### src/rtl/load_seq_ctrl_if.sv
// Core-side load request/response and data-memory read handshake for
// load_seq_ctrl. The controller takes the slave view; whatever drives
// requests and answers memory reads takes the master view.
interface load_seq_ctrl_if #(
    parameter int ADDR_W = 32
);
    // core request
    logic              req_valid_i;
    logic              req_ready_o;
    logic [ADDR_W-1:0] req_addr_i;
    logic [1:0]        req_size_i;
    logic              req_unsigned_i;
    // data memory read port
    logic              mem_req_o;
    logic [ADDR_W-1:0] mem_addr_o;
    logic              mem_gnt_i;
    logic              mem_rvalid_i;
    logic [31:0]       mem_rdata_i;
    // core response
    logic              rsp_valid_o;
    logic [31:0]       rsp_data_o;
    logic              rsp_err_o;
    logic              rsp_ready_i;
    logic              busy_o;

    modport slave (
        input  req_valid_i, req_addr_i, req_size_i, req_unsigned_i,
        input  mem_gnt_i, mem_rvalid_i, mem_rdata_i, rsp_ready_i,
        output req_ready_o, mem_req_o, mem_addr_o,
        output rsp_valid_o, rsp_data_o, rsp_err_o, busy_o
    );

    modport master (
        output req_valid_i, req_addr_i, req_size_i, req_unsigned_i,
        output mem_gnt_i, mem_rvalid_i, mem_rdata_i, rsp_ready_i,
        input  req_ready_o, mem_req_o, mem_addr_o,
        input  rsp_valid_o, rsp_data_o, rsp_err_o, busy_o
    );
endinterface

### src/rtl/load_seq_ctrl.sv
// Load sequencing controller: accepts one load at a time, issues one or two
// word-aligned memory reads, merges the words and sign/zero-extends the
// addressed byte, halfword or word, holding the result until accepted.
//
// Build option: define MISALIGN_SPLIT_EN to run word-crossing accesses as two
// sequential reads. Without it, crossing accesses return an error response
// and never touch memory.
module load_seq_ctrl #(
    parameter int ADDR_W = 32
) (
    input  logic          clk_i,
    input  logic          rst_ni,
    load_seq_ctrl_if.slave bus
);

    localparam logic [1:0] SZ_BYTE = 2'b00;
    localparam logic [1:0] SZ_HALF = 2'b01;
    localparam logic [1:0] SZ_WORD = 2'b10;
    localparam logic [1:0] SZ_ILL  = 2'b11;

    typedef enum logic [2:0] {
        IDLE  = 3'd0,
        REQ0  = 3'd1,
        WAIT0 = 3'd2,
`ifdef MISALIGN_SPLIT_EN
        REQ1  = 3'd3,
        WAIT1 = 3'd4,
`endif
        RESP  = 3'd5
    } state_e;

    state_e state_q, state_d;

    logic [ADDR_W-1:0] addr_q;
    logic [1:0]        size_q;
    logic              unsigned_q;
    logic              err_q;
    logic [31:0]       lo_q;
    // Only the low three bytes of the second word can ever reach the result.
    logic [23:0]       hi_q;

    logic              req_err;
    logic [ADDR_W-3:0] word_q;
    logic [ADDR_W-3:0] word_nxt;
    logic [31:0]       merged;
    logic [31:0]       ext_data;

    // True when offset + access bytes runs past the end of the word.
    function automatic logic crosses(input logic [1:0] off, input logic [1:0] size);
        logic [3:0] bytes;
        unique case (size)
            SZ_BYTE: bytes = 4'd1;
            SZ_HALF: bytes = 4'd2;
            SZ_WORD: bytes = 4'd4;
            default: bytes = 4'd0;
        endcase
        return ({2'b00, off} + bytes) > 4'd4;
    endfunction

`ifdef MISALIGN_SPLIT_EN
    assign req_err = (bus.req_size_i == SZ_ILL);
`else
    assign req_err = (bus.req_size_i == SZ_ILL) |
                     crosses(bus.req_addr_i[1:0], bus.req_size_i);
`endif

    assign word_q   = addr_q[ADDR_W-1:2];
    assign word_nxt = word_q + {{(ADDR_W-3){1'b0}}, 1'b1};

    // State register.
    // NOTE: sequential state uses non-blocking assignments so every flop
    // samples the pre-edge values, independent of block ordering.
    always_ff @(posedge clk_i) begin
        if (!rst_ni) state_q <= IDLE;
        else         state_q <= state_d;
    end

    // Next-state decode.
    // NOTE: every combinational output gets a default first so no path
    // leaves it unassigned and infers a latch.
    always_comb begin
        state_d = state_q;
        unique case (state_q)
            IDLE:  if (bus.req_valid_i) state_d = req_err ? RESP : REQ0;
            REQ0:  if (bus.mem_gnt_i)   state_d = WAIT0;
            WAIT0: begin
                if (bus.mem_rvalid_i) begin
`ifdef MISALIGN_SPLIT_EN
                    state_d = crosses(addr_q[1:0], size_q) ? REQ1 : RESP;
`else
                    state_d = RESP;
`endif
                end
            end
`ifdef MISALIGN_SPLIT_EN
            REQ1:  if (bus.mem_gnt_i)    state_d = WAIT1;
            WAIT1: if (bus.mem_rvalid_i) state_d = RESP;
`endif
            RESP:  if (bus.rsp_ready_i)  state_d = IDLE;
            default: state_d = IDLE;
        endcase
    end

    // Request capture and read-data latching.
    // NOTE: these are a handful of plain flops, not a memory array, so all of
    // them are reset; that keeps a post-reset response path at zero.
    always_ff @(posedge clk_i) begin
        if (!rst_ni) begin
            addr_q     <= '0;
            size_q     <= '0;
            unsigned_q <= 1'b0;
            err_q      <= 1'b0;
            lo_q       <= '0;
            hi_q       <= '0;
        end else begin
            unique case (state_q)
                IDLE: begin
                    if (bus.req_valid_i) begin
                        addr_q     <= bus.req_addr_i;
                        size_q     <= bus.req_size_i;
                        unsigned_q <= bus.req_unsigned_i;
                        err_q      <= req_err;
                        lo_q       <= '0;
                        hi_q       <= '0;
                    end
                end
                WAIT0: if (bus.mem_rvalid_i) lo_q <= bus.mem_rdata_i;
`ifdef MISALIGN_SPLIT_EN
                WAIT1: if (bus.mem_rvalid_i) hi_q <= bus.mem_rdata_i[23:0];
`endif
                default: ;
            endcase
        end
    end

    // Merge {hi, lo} shifted down by the byte offset, then extend by size.
    always_comb begin
        merged = lo_q;
        unique case (addr_q[1:0])
            2'd0: merged = lo_q;
            2'd1: merged = {hi_q[7:0],  lo_q[31:8]};
            2'd2: merged = {hi_q[15:0], lo_q[31:16]};
            2'd3: merged = {hi_q[23:0], lo_q[31:24]};
            default: merged = lo_q;
        endcase
        unique case (size_q)
            SZ_BYTE: ext_data = unsigned_q ? {24'd0, merged[7:0]}
                                           : {{24{merged[7]}}, merged[7:0]};
            SZ_HALF: ext_data = unsigned_q ? {16'd0, merged[15:0]}
                                           : {{16{merged[15]}}, merged[15:0]};
            default: ext_data = merged;
        endcase
    end

    // Output decode from state and latched registers only.
    always_comb begin
        bus.req_ready_o = 1'b0;
        bus.mem_req_o   = 1'b0;
        bus.mem_addr_o  = '0;
        bus.rsp_valid_o = 1'b0;
        bus.rsp_data_o  = '0;
        bus.rsp_err_o   = 1'b0;
        bus.busy_o      = (state_q != IDLE);
        unique case (state_q)
            IDLE: bus.req_ready_o = 1'b1;
            REQ0: begin
                bus.mem_req_o  = 1'b1;
                bus.mem_addr_o = {word_q, 2'b00};
            end
`ifdef MISALIGN_SPLIT_EN
            REQ1: begin
                bus.mem_req_o  = 1'b1;
                bus.mem_addr_o = {word_nxt, 2'b00};
            end
`endif
            RESP: begin
                bus.rsp_valid_o = 1'b1;
                bus.rsp_err_o   = err_q;
                bus.rsp_data_o  = err_q ? 32'd0 : ext_data;
            end
            default: ;
        endcase
    end

`ifndef MISALIGN_SPLIT_EN
    // The second-word address only exists in the split build.
    logic unused_word_nxt;
    assign unused_word_nxt = ^word_nxt;
`endif

endmodule

### src/flat_wrapper.sv
// flat-port wrapper written by rule: the top's interface ports become plain ports
module load_seq_ctrl_flat 
#(
    parameter int ADDR_W = 32
)
  (clk_i, rst_ni, bus_req_valid_i, bus_req_addr_i, bus_req_size_i, bus_req_unsigned_i, bus_mem_gnt_i, bus_mem_rvalid_i, bus_mem_rdata_i, bus_rsp_ready_i, bus_req_ready_o, bus_mem_req_o, bus_mem_addr_o, bus_rsp_valid_o, bus_rsp_data_o, bus_rsp_err_o, bus_busy_o);
  load_seq_ctrl_if #(.ADDR_W(ADDR_W)) bus_i ();
  input  logic clk_i;
  input  logic rst_ni;
  input wire logic [$bits(bus_i.req_valid_i)-1:0] bus_req_valid_i;
  input wire logic [$bits(bus_i.req_addr_i)-1:0] bus_req_addr_i;
  input wire logic [$bits(bus_i.req_size_i)-1:0] bus_req_size_i;
  input wire logic [$bits(bus_i.req_unsigned_i)-1:0] bus_req_unsigned_i;
  input wire logic [$bits(bus_i.mem_gnt_i)-1:0] bus_mem_gnt_i;
  input wire logic [$bits(bus_i.mem_rvalid_i)-1:0] bus_mem_rvalid_i;
  input wire logic [$bits(bus_i.mem_rdata_i)-1:0] bus_mem_rdata_i;
  input wire logic [$bits(bus_i.rsp_ready_i)-1:0] bus_rsp_ready_i;
  output wire logic [$bits(bus_i.req_ready_o)-1:0] bus_req_ready_o;
  output wire logic [$bits(bus_i.mem_req_o)-1:0] bus_mem_req_o;
  output wire logic [$bits(bus_i.mem_addr_o)-1:0] bus_mem_addr_o;
  output wire logic [$bits(bus_i.rsp_valid_o)-1:0] bus_rsp_valid_o;
  output wire logic [$bits(bus_i.rsp_data_o)-1:0] bus_rsp_data_o;
  output wire logic [$bits(bus_i.rsp_err_o)-1:0] bus_rsp_err_o;
  output wire logic [$bits(bus_i.busy_o)-1:0] bus_busy_o;
  assign bus_i.req_valid_i = bus_req_valid_i;
  assign bus_i.req_addr_i = bus_req_addr_i;
  assign bus_i.req_size_i = bus_req_size_i;
  assign bus_i.req_unsigned_i = bus_req_unsigned_i;
  assign bus_i.mem_gnt_i = bus_mem_gnt_i;
  assign bus_i.mem_rvalid_i = bus_mem_rvalid_i;
  assign bus_i.mem_rdata_i = bus_mem_rdata_i;
  assign bus_i.rsp_ready_i = bus_rsp_ready_i;
  assign bus_req_ready_o = bus_i.req_ready_o;
  assign bus_mem_req_o = bus_i.mem_req_o;
  assign bus_mem_addr_o = bus_i.mem_addr_o;
  assign bus_rsp_valid_o = bus_i.rsp_valid_o;
  assign bus_rsp_data_o = bus_i.rsp_data_o;
  assign bus_rsp_err_o = bus_i.rsp_err_o;
  assign bus_busy_o = bus_i.busy_o;
  load_seq_ctrl #(.ADDR_W(ADDR_W)) u_core (.clk_i(clk_i), .rst_ni(rst_ni), .bus(bus_i));
endmodule
### config.mk
export PLATFORM = sky130hd
export DESIGN_NAME = load_seq_ctrl_flat
export DESIGN_NICKNAME = d
export VERILOG_FILES = /design/src/rtl/load_seq_ctrl_if.sv /design/src/rtl/load_seq_ctrl.sv /design/src/flat_wrapper.sv
export SDC_FILE = /design/constraint.sdc
export NUM_CORES = 1
export LEC_CHECK = 0
export BUFFER_PORTS_ARGS = -buffer_cell sky130_fd_sc_hd__buf_2
export CELL_PAD_IN_SITES_DETAIL_PLACEMENT = 0
export CELL_PAD_IN_SITES_GLOBAL_PLACEMENT = 2
export CORE_ASPECT_RATIO = 0.6
export CORE_MARGIN = 3
export CORE_UTILIZATION = 26
export DETAILED_ROUTE_END_ITERATION = 7
export PLACE_DENSITY_LB_ADDON = 0.15
export SLEW_MARGIN = 0
export SYNTH_ARGS = -nofsm -noshare
export SYNTH_HDL_FRONTEND = slang
export SYNTH_SLANG_ARGS = --single-unit
### constraint.sdc
create_clock -name clk_i -period 2.5 [get_ports clk_i]
set_input_delay 0.75 -clock clk_i [delete_from_list [all_inputs] [get_ports clk_i]]
set_output_delay 0.75 -clock clk_i [all_outputs]
set_load 0.03 [all_outputs]
# --- After elaboration in Yosys (flattened, before gate mapping) ---
# Index checks and enable logic that the tools add are counted.
totals:
  regBits: 71
  latchBits: 0
  ramBits: 0
  rom_bits: 0
  in_bits: 73
  out_inout_bits: 69
  elab_cells: 53
  mem_count: 0
op_classes:
  add_sub_neg: 1
  mul: 0
  div_mod_pow: 0
  n_lt_le_gt_ge: 1
  n_eq_ne: 14
  shift: 0
  n_mux: 21
  n_bitwise: 1
  reduce_logical: 9
op_table:
  columns: ["operator", "count"]
  rows:
  - ["two-way mux 32 bit", 7]
  - ["one-hot mux 32 bit (2 select lines)", 2]
  - ["one-hot mux 32 bit (4 select lines)", 1]
  - ["two-way mux 3 bit", 5]
  - ["one-hot mux 3 bit (4 select lines)", 1]
  - ["one-hot mux 3 bit (3 select lines)", 1]
  - ["== test 2 bit, second input constant", 4]
  - ["!= test 2 bit, second input constant", 4]
  - ["== test 2 x 1 -> 1 bit, second input constant", 3]
  - ["logical NOT 2 bit", 3]
  - ["adder 2 x 3 -> 4 bit", 1]
  - ["greater-than comparator 4 x 3 -> 1 bit, second input constant", 1]
  - ["two-way mux 1 bit", 4]
  - ["AND reduction 4 bit", 1]
  - ["== test 3 x 1 -> 1 bit, second input constant", 1]
  - ["== test 3 x 2 -> 1 bit, second input constant", 1]
  - ["== test 3 bit, second input constant", 1]
  - ["logical NOT 3 bit", 1]
  - ["AND reduction 3 bit", 1]
  - ["nonzero test 3 bit", 1]
  - ["AND reduction 2 bit", 1]
  - ["nonzero test 2 bit", 1]
  - ["bitwise OR 1 bit", 1]

# --- Depth between registers and ports, before layout ---
# Gate-level depths: netlist of run 1.
logic_depth:
  word_depth: 8
  ltp_mapped: 7
  depth_no_buf: 7

# --- Least setup slack after synthesis of run 1 ---
# OpenSTA, ideal clock, no wires.
synth_timing:
  path_kind: "register to output"
  startpoint: "reg u_core.state_q[2]"
  endpoint: "out bus_rsp_data_o[16]"
  arrival_ps: 1832
  required_time_ps: 1750
  setup_slack_ps: -82
  stages_incl_launch_ff: 6
  n_path_buf: 2
  path_cell_list: "dfxtp_1 buf_2 nand4bb_1 or3b_1 clkbuf_1 o21ai_0"
synth_between:
  elab_chain_cells: 2
synth_rtl:
  columns: ["item", "line_no", "source"]
  rows:
  - ["start: declaration", "load_seq_ctrl.sv:32", "state_e state_q, state_d;"]
  - ["start signal: assignment", "load_seq_ctrl.sv:75", "else state_q <= state_d;"]
  - ["== test 3 bit", "load_seq_ctrl.sv:164", "unique case (state_q)"]
  - ["two-way mux 32 bit", "load_seq_ctrl.sv:164", null]
  - ["end: declaration", "flat_wrapper.sv:22", "output wire logic [$bits(bus_i.rsp_data_o)-1:0] bus_rsp_data_o;"]
# Every way passes these cells.

# --- Final worst setup path of run 1 ---
layout_timing:
  startpoint: "reg u_core.size_q[0]"
  endpoint: "out bus_rsp_data_o[27]"
layout_between:
  elab_chain_cells: 4
  word_cells_on_any_way: 5
  classes_between: "1 x eq/ne; 3 x mux; 1 x reduce/logical"
layout_rtl:
  columns: ["item", "line_no", "source"]
  rows:
  - ["start: declaration", "load_seq_ctrl.sv:35", "logic [1:0] size_q;"]
  - ["start signal: assignment", "load_seq_ctrl.sv:120", "size_q <= bus.req_size_i;"]
  - ["== test 2 x 1 -> 1 bit or logical NOT 2 bit (tied branches)", "load_seq_ctrl.sv:146", "unique case (size_q)"]
  - ["one-hot mux 32 bit (2 select lines) (*)", "load_seq_ctrl.sv:146", null]
  - ["two-way mux 32 bit (*)", "load_seq_ctrl.sv:179", "bus.rsp_data_o = err_q ? 32'd0 : ext_data;"]
  - ["two-way mux 32 bit (*)", "load_seq_ctrl.sv:164", null]
# Every way passes the cells marked *; elsewhere a longest branch is shown, timed or not.

==> flow_summary.toml, run 1 <==
[run_status]
status = "finished, violations left"
violations = "setup timing"

[global_route]
antenna_found_initial = 0
gr-total-overflow = 0
grt_pass1_vias = 3609
grt_pass1_wl_mm = 20.4
grtUsageTotal_pct = 16.9
grt_max_degree = 48

[finish]
diodes = 0
fillers = 1345
fin_area_um2 = 5720
synthToLayoutAreaGrowth_pct = 57.5
post-route-util_pct = 43.2
finalNonFillerCells = 809
drive_gt1_share_pct = 42.9
nets = 693

[critical_path]
cp_cell_sequence = "mux4_2 -> or2_4 -> and3_4 -> a21o_1 -> buf_6"
path_max_fanout = 8
worstSetupEndpointType = "primary output"
critPathArrivalTime_ns = 1.93
crit_path_start_kind = "flip-flop"
criticalPathCategory = "reg -> out"
required_ns = 1.75
slowest_stage = "mux4_2"
reg2regPathDepth = 7
max_stage_delay_ns = 0.50

[hold_path]
holdPathStages = 2
hp-class = "reg -> reg"

[floorplan]
rows = 32
die_y_um = 97.6
dieWidth_um = 159
die_area_um2 = 15500
initial_core_util_pct = 27.4
core_area_um2 = 13300
pin_count = 142

[yosys]
yosys.area.top_type = "dfxtp_1"
synth_top_area_share_pct = 39.1
synth_cell_types = 35
syn_area_per_cell_um2 = 7.62
ys_top_cells_by_area = "dfxtp_1 (39%), nand2_1 (11%), a21oi_1 (9.9%)"
yosys_warnings = 0
netlist_area_um2 = 3630
synth_cells = 477
ys_ff_latch = 71
synth_seq_area_share_pct = 39.1

[timing]
hold_slack_ns = 0.454
finalSetupViolCount = 24
fin_crit_ns = 2.68
fmax_mhz = 373
final.setup.worst_slack_ns = -0.179
drv_slew = 0
hold_viol = 0
fin_skew_ns = 0.00467
finalCritPeriodShare_pct = 107
setup_tns_ns = -2.40
rsz0062_at_grt = "yes"

[pwr]
p_per_area_nw_per_um2 = 593
p_total_mw = 3.40
power_leakage_nw = 2.37
ir_drop_mv = 0.296

[clock_network]
hold_buffers = 0
cts_sinks = 71
cts_root_buf = "clkbuf_16"
clock_latency_ns = 0.33
clk_path_buf_depth = 2
cts_tree = "built"
cts.clk_slew.worst_paths_ns = 0.06
ctsHtreeMaxLevel = 3
numCtsBuffers = 9

[detailed_routing]
drtIter0Drc = 190
drt_wl_total_mm = 14.2
dr.pass1.iters = 4
ant_nets = 0
vias = 3851
via_per_inst = 4.76
wl_per_cell_um = 17.5
drc = 0

[placement]
gp_congestion = 0.856
dpl.hpwl_mm = 9.65
dp.cells = 783
place_area_um2 = 4620
io_buffers = 139
preCtsSetupSlack_ns = 0.0776

[job]
drv_cap = 0
-- cells in the mapped netlist --
| cell | n |
|---|---|
| mux2i_1 | 17 |
| nor2_4 | 1 |
| nand3_1 | 3 |
| or3b_1 | 1 |
| dfxtp_1 | 71 |
| a21o_1 | 9 |
| nand4_1 | 32 |
| clkbuf_1 | 29 |
| fa_1 | 1 |
| inv_1 | 2 |
| or2_0 | 1 |
| buf_1 | 1 |
| nor2_1 | 19 |
| buf_2 | 12 |
| o21ai_0 | 11 |
| conb_1 | 1 |
| nand2_1 | 107 |
| buf_6 | 1 |
| nand2b_1 | 2 |
| nor3b_1 | 2 |
| nor3_2 | 1 |
| mux4_2 | 2 |
| nand4bb_1 | 1 |
| a21oi_1 | 72 |
| clkinv_1 | 1 |
| mux2_2 | 1 |
| o221ai_1 | 1 |
| and2_1 | 31 |
| o2bb2ai_1 | 1 |
| nor3_1 | 2 |
| buf_4 | 2 |
| ha_1 | 2 |
| a211oi_1 | 23 |
| nor2b_1 | 12 |
| and3_1 | 2 |
-- path summary, 6_finish.rpt --
path,startpoint,end,slack [ns]
hold / removal,u_core.addr_q[14]$_SDFFE_PN0P_,u_core.addr_q[14]$_SDFFE_PN0P_,0.45
hold reg to reg,u_core.addr_q[14]$_SDFFE_PN0P_,u_core.addr_q[14]$_SDFFE_PN0P_,0.45
setup reg to reg,u_core.state_q[1]$_SDFFE_PN0P_,u_core.err_q$_SDFFE_PN0P_,0.76
setup / recovery,u_core.size_q[0]$_SDFFE_PN0P_,bus_rsp_data_o[27],-0.18
-- layout by cell type (no fill, tap or decap), types with 4 or more instances in the layout --
master,n
a211oi_1,15
a21o_1,8
nor2_4,8
buf_2,90
a21oi_1,72
o21ai_0,9
clkbuf_16,12
dfxtp_1,63
and2_4,28
buf_4,24
nand2_1,107
a211oi_2,7
nand4_1,32
dfxtp_2,5
buf_12,6
nor2_1,9
nor2b_1,9
buf_6,49
mux2i_1,12
mux2i_2,4
-- cell type report --
cell class	instances	area, µm²	share of cell area (%)
sequential	71	1440	25.1
clock buffer	9	225	3.93
inverter	3	11.3	0.197
tap	187	234	4.09
clock inverter	7	128	2.23
timing repair buffer	173	1390	24.3
multi-input combinational	359	2290	40.1
-- per-layer routing --
metal	wire, µm	GRT usage (%)	up-vias	part of all wire, %
met5	0	0	-	0
met4	141	3.83	0	1.0
met3	1190	4.58	11	8.4
met2	5520	22.0	118	39
met1	7310	27.0	1788	52
li1	-	-	1934	-
-- flip-flops by register name, indices dropped and copies added (netlist names) --
register,flops
u_core.lo_q,32
u_core.unsigned_q,1
u_core.size_q,2
u_core.addr_q,32
u_core.state_q,3
u_core.err_q,1
-- cell families after synthesis --
kind of cell | count (synthesis) | synth area share [%]
AOI/OAI and AO/OA | 117 | 18.5
adders and majority gates | 3 | 1.24
other | 1 | 0.103
DFF | 71 | 39.1
muxes | 20 | 6.23
buffers and inverters | 48 | 5.78
and+or+nand+nor | 217 | 29.0
-- power by group --
part	switching, mW	internal, mW	total (mW)
registers	0.0408	1.19	1.23
logic	0.385	0.267	0.652
clock network	0.527	0.989	1.52
-- critical path: cells and delay by family (launching register included) --
| kind | cells | cell delay (ns) |
|---|---|---|
| buffers and inverters | 1 | 0.14 |
| AO/OA/AOI/OAI | 1 | 0.18 |
| AND/OR/NAND/NOR | 2 | 0.43 |
| multiplexers | 1 | 0.50 |
| flip-flops | 1 | 0.35 |
-- repair_timing --
action                                  in CTS  in global routing
resized for setup                           77                138
gates cloned                                 0                  4
buffers inserted                             1                  5
endpoints found under the setup margin      54                 57
pin swaps                                    5                 32
Power figures use the tool's default switching activity.
==> run 2: changes to the inputs <==
Settings changed: PLACE_DENSITY_LB_ADDON 0.15 to 0.1.
==> flow_summary.toml, run 2 (synthesis results as in run 1) <==
[timing]
rsz0062_at_grt = "yes"
final.setup.worst_slack_ns = -0.170
worst_pin_slew_ns = 0.588
fmax_mhz = 375
setup_tns_ns = -2.23
fin_crit_ns = 2.67
hold_viol = 0
finalSetupViolCount = 26
fin_skew_ns = 0.00576
drv_slew = 0
slew_headroom_pct = 60.8
finalCritPeriodShare_pct = 107

[pwr]
power_leakage_nw = 2.40
seqPwrFrac_pct = 36.0
p_per_area_nw_per_um2 = 601
ir_drop_mv = 0.281
p_sw_mw = 0.972
switching_share_pct = 28.5
clkPwrFrac_pct = 45.2
p_comb_share_pct = 18.8
internal_power_mw = 2.44
p_total_mw = 3.41

[clock_network]
clk_path_buf_depth = 2
cts.clk_slew.worst_paths_ns = 0.06
clock_latency_ns = 0.34
cts_root_buf = "clkbuf_16"
numCtsBuffers = 9
ctsHtreeMaxLevel = 3
cts_sinks = 71
cts_tree = "built"
hold_buffers = 0

[critical_path]
r2r_end = "u_core.addr_q[11]$_SDFFE_PN0P_"
r2r-start = "u_core.state_q[1]$_SDFFE_PN0P_"
crit_path_start_kind = "flip-flop"
path_max_fanout = 8
cp_cell_sequence = "mux4_2 -> or2_4 -> and3_4 -> a21o_1 -> buf_6"
critPathArrivalTime_ns = 1.92
slowest_stage = "mux4_2"
cp_top_family = "multiplexers"
worstSetupEndpointType = "primary output"
criticalPathCategory = "reg -> out"
max_stage_delay_ns = 0.49
crit_buf_inv = 1
required_ns = 1.75
r2r_slack_ns = 0.61
reg2regPathDepth = 7

[finish]
most-common-layout-cells = "nand2_1 (107), buf_2 (90), a21oi_1 (72)"
diodes = 0
final_common_cell = "nand2_1"
nets = 699
synthToLayoutAreaGrowth_pct = 56.1
top_regs = "u_core.addr_q: 32 flops, u_core.lo_q: 32 flops, u_core.state_q: 3 flops"
fin_area_um2 = 5680
drive_gt1_share_pct = 42.0

[hold_path]
hold_end = "u_core.addr_q[3]$_SDFFE_PN0P_"
holdPathStages = 2
hp-class = "reg -> reg"
hold_start = "u_core.addr_q[3]$_SDFFE_PN0P_"

[detailed_routing]
wl_per_cell_um = 17.9
drc = 0
dr.pass1.iters = 4
drtIter0Drc = 187
drt_wl_total_mm = 14.6
ant_nets = 0
via_per_inst = 4.84
vias = 3948

[global_route]
grt_max_degree = 44
antenna_found_initial = 0
grt_pass1_wl_mm = 20.8
grt_pass1_vias = 3716
grtUsageTotal_pct = 17.4
gr-total-overflow = 0

[floorplan]
pin_count = 142
initial_core_util_pct = 27.4
core_area_um2 = 13300
die_y_um = 97.6
rows = 32
die_area_um2 = 15500
dieWidth_um = 159

[placement]
preCtsSetupSlack_ns = 0.0668
io_buffers = 139
place_area_um2 = 4570
dpl.hpwl_mm = 9.85
gp_congestion = 0.891

[job]
drv_cap = 0

[run_status]
violations = "setup timing"
status = "finished, violations left"
-- run 2: cell count changes in the layout (fill, tap and decap cells not counted), moves of 2 or more --
| cell | delta |
|---|---|
| mux2i_2 | -4 |
| inv_6 | +3 |
| and2_1 | -2 |
| and2_4 | +2 |
| buf_6 | -5 |
| a211oi_2 | -2 |
| nor2_4 | -6 |
| buf_12 | -2 |
| nor2_1 | +7 |
| buf_4 | +13 |
| a211oi_1 | +3 |
| mux2i_4 | +3 |
| clkinv_4 | -2 |
-- run 2: worst reg2reg max path: cells and delay by family (launching register included) --
kind                   cells  cell delay (ns)
AO/OA/AOI/OAI              1             0.12
flip-flops                 1             0.36
AND/OR/NAND/NOR            3             0.70
buffers and inverters      3             0.64
-- run 2: how the worst max path moves through the flow --
stage / cells after the start / to / start / slack, ns
floorplan: 5 / bus_rsp_data_o[16] / u_core.state_q[2]$_SDFFE_PN0P_ / -0.08
global placement: 5 / bus_rsp_data_o[31] / u_core.lo_q[31]$_SDFFE_PN0P_ / 0.11
detailed placement: 6 / bus_rsp_data_o[13] / u_core.addr_q[1]$_SDFFE_PN0P_ / 0.07
CTS: 5 / bus_rsp_data_o[31] / u_core.size_q[0]$_SDFFE_PN0P_ / -0.16
global route: 5 / bus_rsp_data_o[31] / u_core.size_q[0]$_SDFFE_PN0P_ / -0.21
finish: 5 / bus_rsp_data_o[29] / u_core.size_q[0]$_SDFFE_PN0P_ / -0.17
-- run 2: area by class of cell --
cell class	count	area [µm²]
fill	1390	7580
multi-input combinational	359	2240
sequential	71	1440
timing repair buffer	179	1390
tap	187	234
clock buffer	9	225
clock inverter	7	125
inverter	3	11.3
-- run 2: layer usage --
layer / GRT usage (%) / up-vias / wire [µm]
met5: 0 / - / 0
met4: 4.36 / 0 / 100
met3: 4.18 / 11 / 1050
met2: 22.7 / 116 / 5720
met1: 27.6 / 1875 / 7740
li1: - / 1946 / -
-- run 2: power by group through the flow --
stage          Clock, mW  Combinational (mW)  Sequential [mW]
5_1_grt             1.62               0.699             1.23
3_3_place_gp           0               0.516             1.24
3_5_place_dp           0               0.520             1.24
4_1_cts             1.58               0.551             1.22
2_1_floorplan          0               0.328             1.23
6_report            1.54               0.641             1.23
-- run 2: timing repair --
action / 4_1_cts / 5_1_grt
pin swaps: 3 / 23
gates resized for setup: 77 / 126
gates cloned: 0 / 4
setup buffers: 3 / 9
setup endpoints to repair: 61 / 60
-- run 2: per-stage QoR --
step / instances / util, % / hold slack [ns]
after detailed placement: 783 / 34.5 / 0.444
after floorplan: 478 / - / 0.427
after global routing: 815 / 42.8 / 0.470
final: 815 / 42.8 / 0.456
after global placement: 783 / 34.5 / 0.436
after CTS: 802 / 39.2 / 0.453
==> run 3: changes to the inputs <==
Settings changed: CAP_MARGIN set to 0, CORE_ASPECT_RATIO 0.6 to unset.
==> flow_summary.toml, run 3 (synthesis results as in run 1) <==
[pwr]
p_total_mw = 3.11
ir_drop_mv = 0.340
power_leakage_nw = 2.32
p_per_area_nw_per_um2 = 553

[floorplan]
die_area_um2 = 15400
die_y_um = 124
dieWidth_um = 124
pin_count = 142
initial_core_util_pct = 27.0
rows = 42
core_area_um2 = 13500

[finish]
fillers = 1426
drive_gt1_share_pct = 40.5
finalNonFillerCells = 796
top_regs = "u_core.addr_q: 32 flops, u_core.lo_q: 32 flops, u_core.state_q: 3 flops"
final_common_cell = "nand2_1"
synthToLayoutAreaGrowth_pct = 54.7
most-common-layout-cells = "nand2_1 (107), buf_2 (84), a21oi_1 (72)"
nets = 690

[timing]
fmax_mhz = 376
hold_slack_ns = 0.450
fin_skew_ns = 0.00712
worst_pin_slew_ns = 0.525
final.setup.worst_slack_ns = -0.160
drv_slew = 0
rsz0062_at_grt = "yes"
finalSetupViolCount = 24
fin_crit_ns = 2.66
hold_viol = 0
slew_headroom_pct = 65.0
finalCritPeriodShare_pct = 106

[critical_path]
max_stage_delay_ns = 0.48
slowest_stage = "mux4_2"
critPathArrivalTime_ns = 1.91
cp_cell_sequence = "mux4_2 -> or2_4 -> and3_4 -> a21o_1 -> buf_6"
required_ns = 1.75
crit_path_start_kind = "flip-flop"
path_max_fanout = 8
worstSetupEndpointType = "primary output"
criticalPathCategory = "reg -> out"

[global_route]
grtUsageTotal_pct = 16.3
grt_max_degree = 52
antenna_found_initial = 2
grt_pass1_wl_mm = 20.4
grtUsageMet3_pct = 6.79
busiest_layer = "met2"
grtUsageMet1_pct = 20.2
grt_pass1_vias = 3853
gr-total-overflow = 0
met2_usage_pct = 26.3

[detailed_routing]
drt_wl_total_mm = 13.3
drc = 0
drtIter0Drc = 208
via_per_inst = 4.78
ant_nets = 0
vias = 3805
wl_per_cell_um = 16.8
dr.pass1.iters = 4

[clock_network]
cts.clk_slew.worst_paths_ns = 0.05
cts_sinks = 71
cts_tree = "built"
clock_latency_ns = 0.34
ctsHtreeMaxLevel = 3
numCtsBuffers = 9
cts_root_buf = "clkbuf_16"
clk_path_buf_depth = 2

[placement]
preCtsSetupSlack_ns = 0.0911
gp_congestion = 0.844
io_buffers = 139
dp.cells = 770
dpl.hpwl_mm = 8.77

[job]
drv_cap = 0

[run_status]
violations = "setup timing"
status = "finished, violations left"

[hold_path]
hp-class = "reg -> reg"
run 3: power breakdown:
part	internal [mW]	leakage [nW]	total [mW]	switching (mW)
Combinational	0.253	1.59	0.626	0.374
Sequential	1.19	0.582	1.22	0.0360
Clock	0.768	0.142	1.26	0.487
Total	2.21	2.32	3.11	0.897
run 3: worst max-delay path, delay by kind of cell, from the launching register on:
family                 cells  cell delay [ns]
flip-flops                 1             0.34
AND/OR/NAND/NOR            2             0.44
multiplexers               1             0.48
buffers and inverters      1             0.14
AO/OA/AOI/OAI              1             0.17
run 3: metal layers:
metal  share of wire [%]  vias to the layer above
li1                    -                     1914
met1                  43                     1761
met2                  48                      116
met3                 7.0                       12
met4                 1.1                        2
met5               0.097                        -
run 3: final timing paths:
kind / start / endpoint / slack [ns] / cells past startpoint
max: u_core.size_q[0]$_SDFFE_PN0P_ / bus_rsp_data_o[28] / -0.16 / 5
max reg2reg: u_core.state_q[1]$_SDFFE_PN0P_ / u_core.lo_q[29]$_SDFFE_PN0P_ / 0.64 / 6
min: u_core.addr_q[2]$_SDFFE_PN0P_ / u_core.addr_q[2]$_SDFFE_PN0P_ / 0.45 / 2
min reg2reg: u_core.addr_q[2]$_SDFFE_PN0P_ / u_core.addr_q[2]$_SDFFE_PN0P_ / 0.45 / 2
run 3: per-stage QoR:
| step | area (µm²) | TNS [ns] | util, % |
|---|---|---|---|
| 2_1_floorplan | 3640 | -0.657 | - |
| 3_3_place_gp | 4590 | 0 | 34.1 |
| 3_5_place_dp | 4590 | 0 | 34.1 |
| 4_1_cts | 5080 | -2.39 | 37.8 |
| 5_1_grt | 5620 | -4.29 | 41.8 |
| 6_report | 5620 | -2.41 | 41.8 |
run 3: final cells by class:
| cell class | instances | area [µm²] | area share [%] |
|---|---|---|---|
| Tap cell | 176 | 220 | 3.92 |
| Clock buffer | 10 | 229 | 4.07 |
| Sequential cell | 71 | 1440 | 25.6 |
| Clock inverter | 6 | 61.3 | 1.09 |
| Timing Repair Buffer | 170 | 1370 | 24.3 |
| Inverter | 3 | 11.3 | 0.200 |
| Antenna cell | 1 | 2.50 | 0.0445 |
| Multi-Input combinational cell | 359 | 2290 | 40.8 |
run 3: what timing repair did:
| item | 4_1_cts | 5_1_grt |
|---|---|---|
| setup endpoints to repair | 31 | 55 |
| setup buffers | 0 | 5 |
| cloned | 0 | 4 |
| pin swaps | 3 | 12 |
| resized for setup | 71 | 146 |
| hold buffers | 0 | 0 |
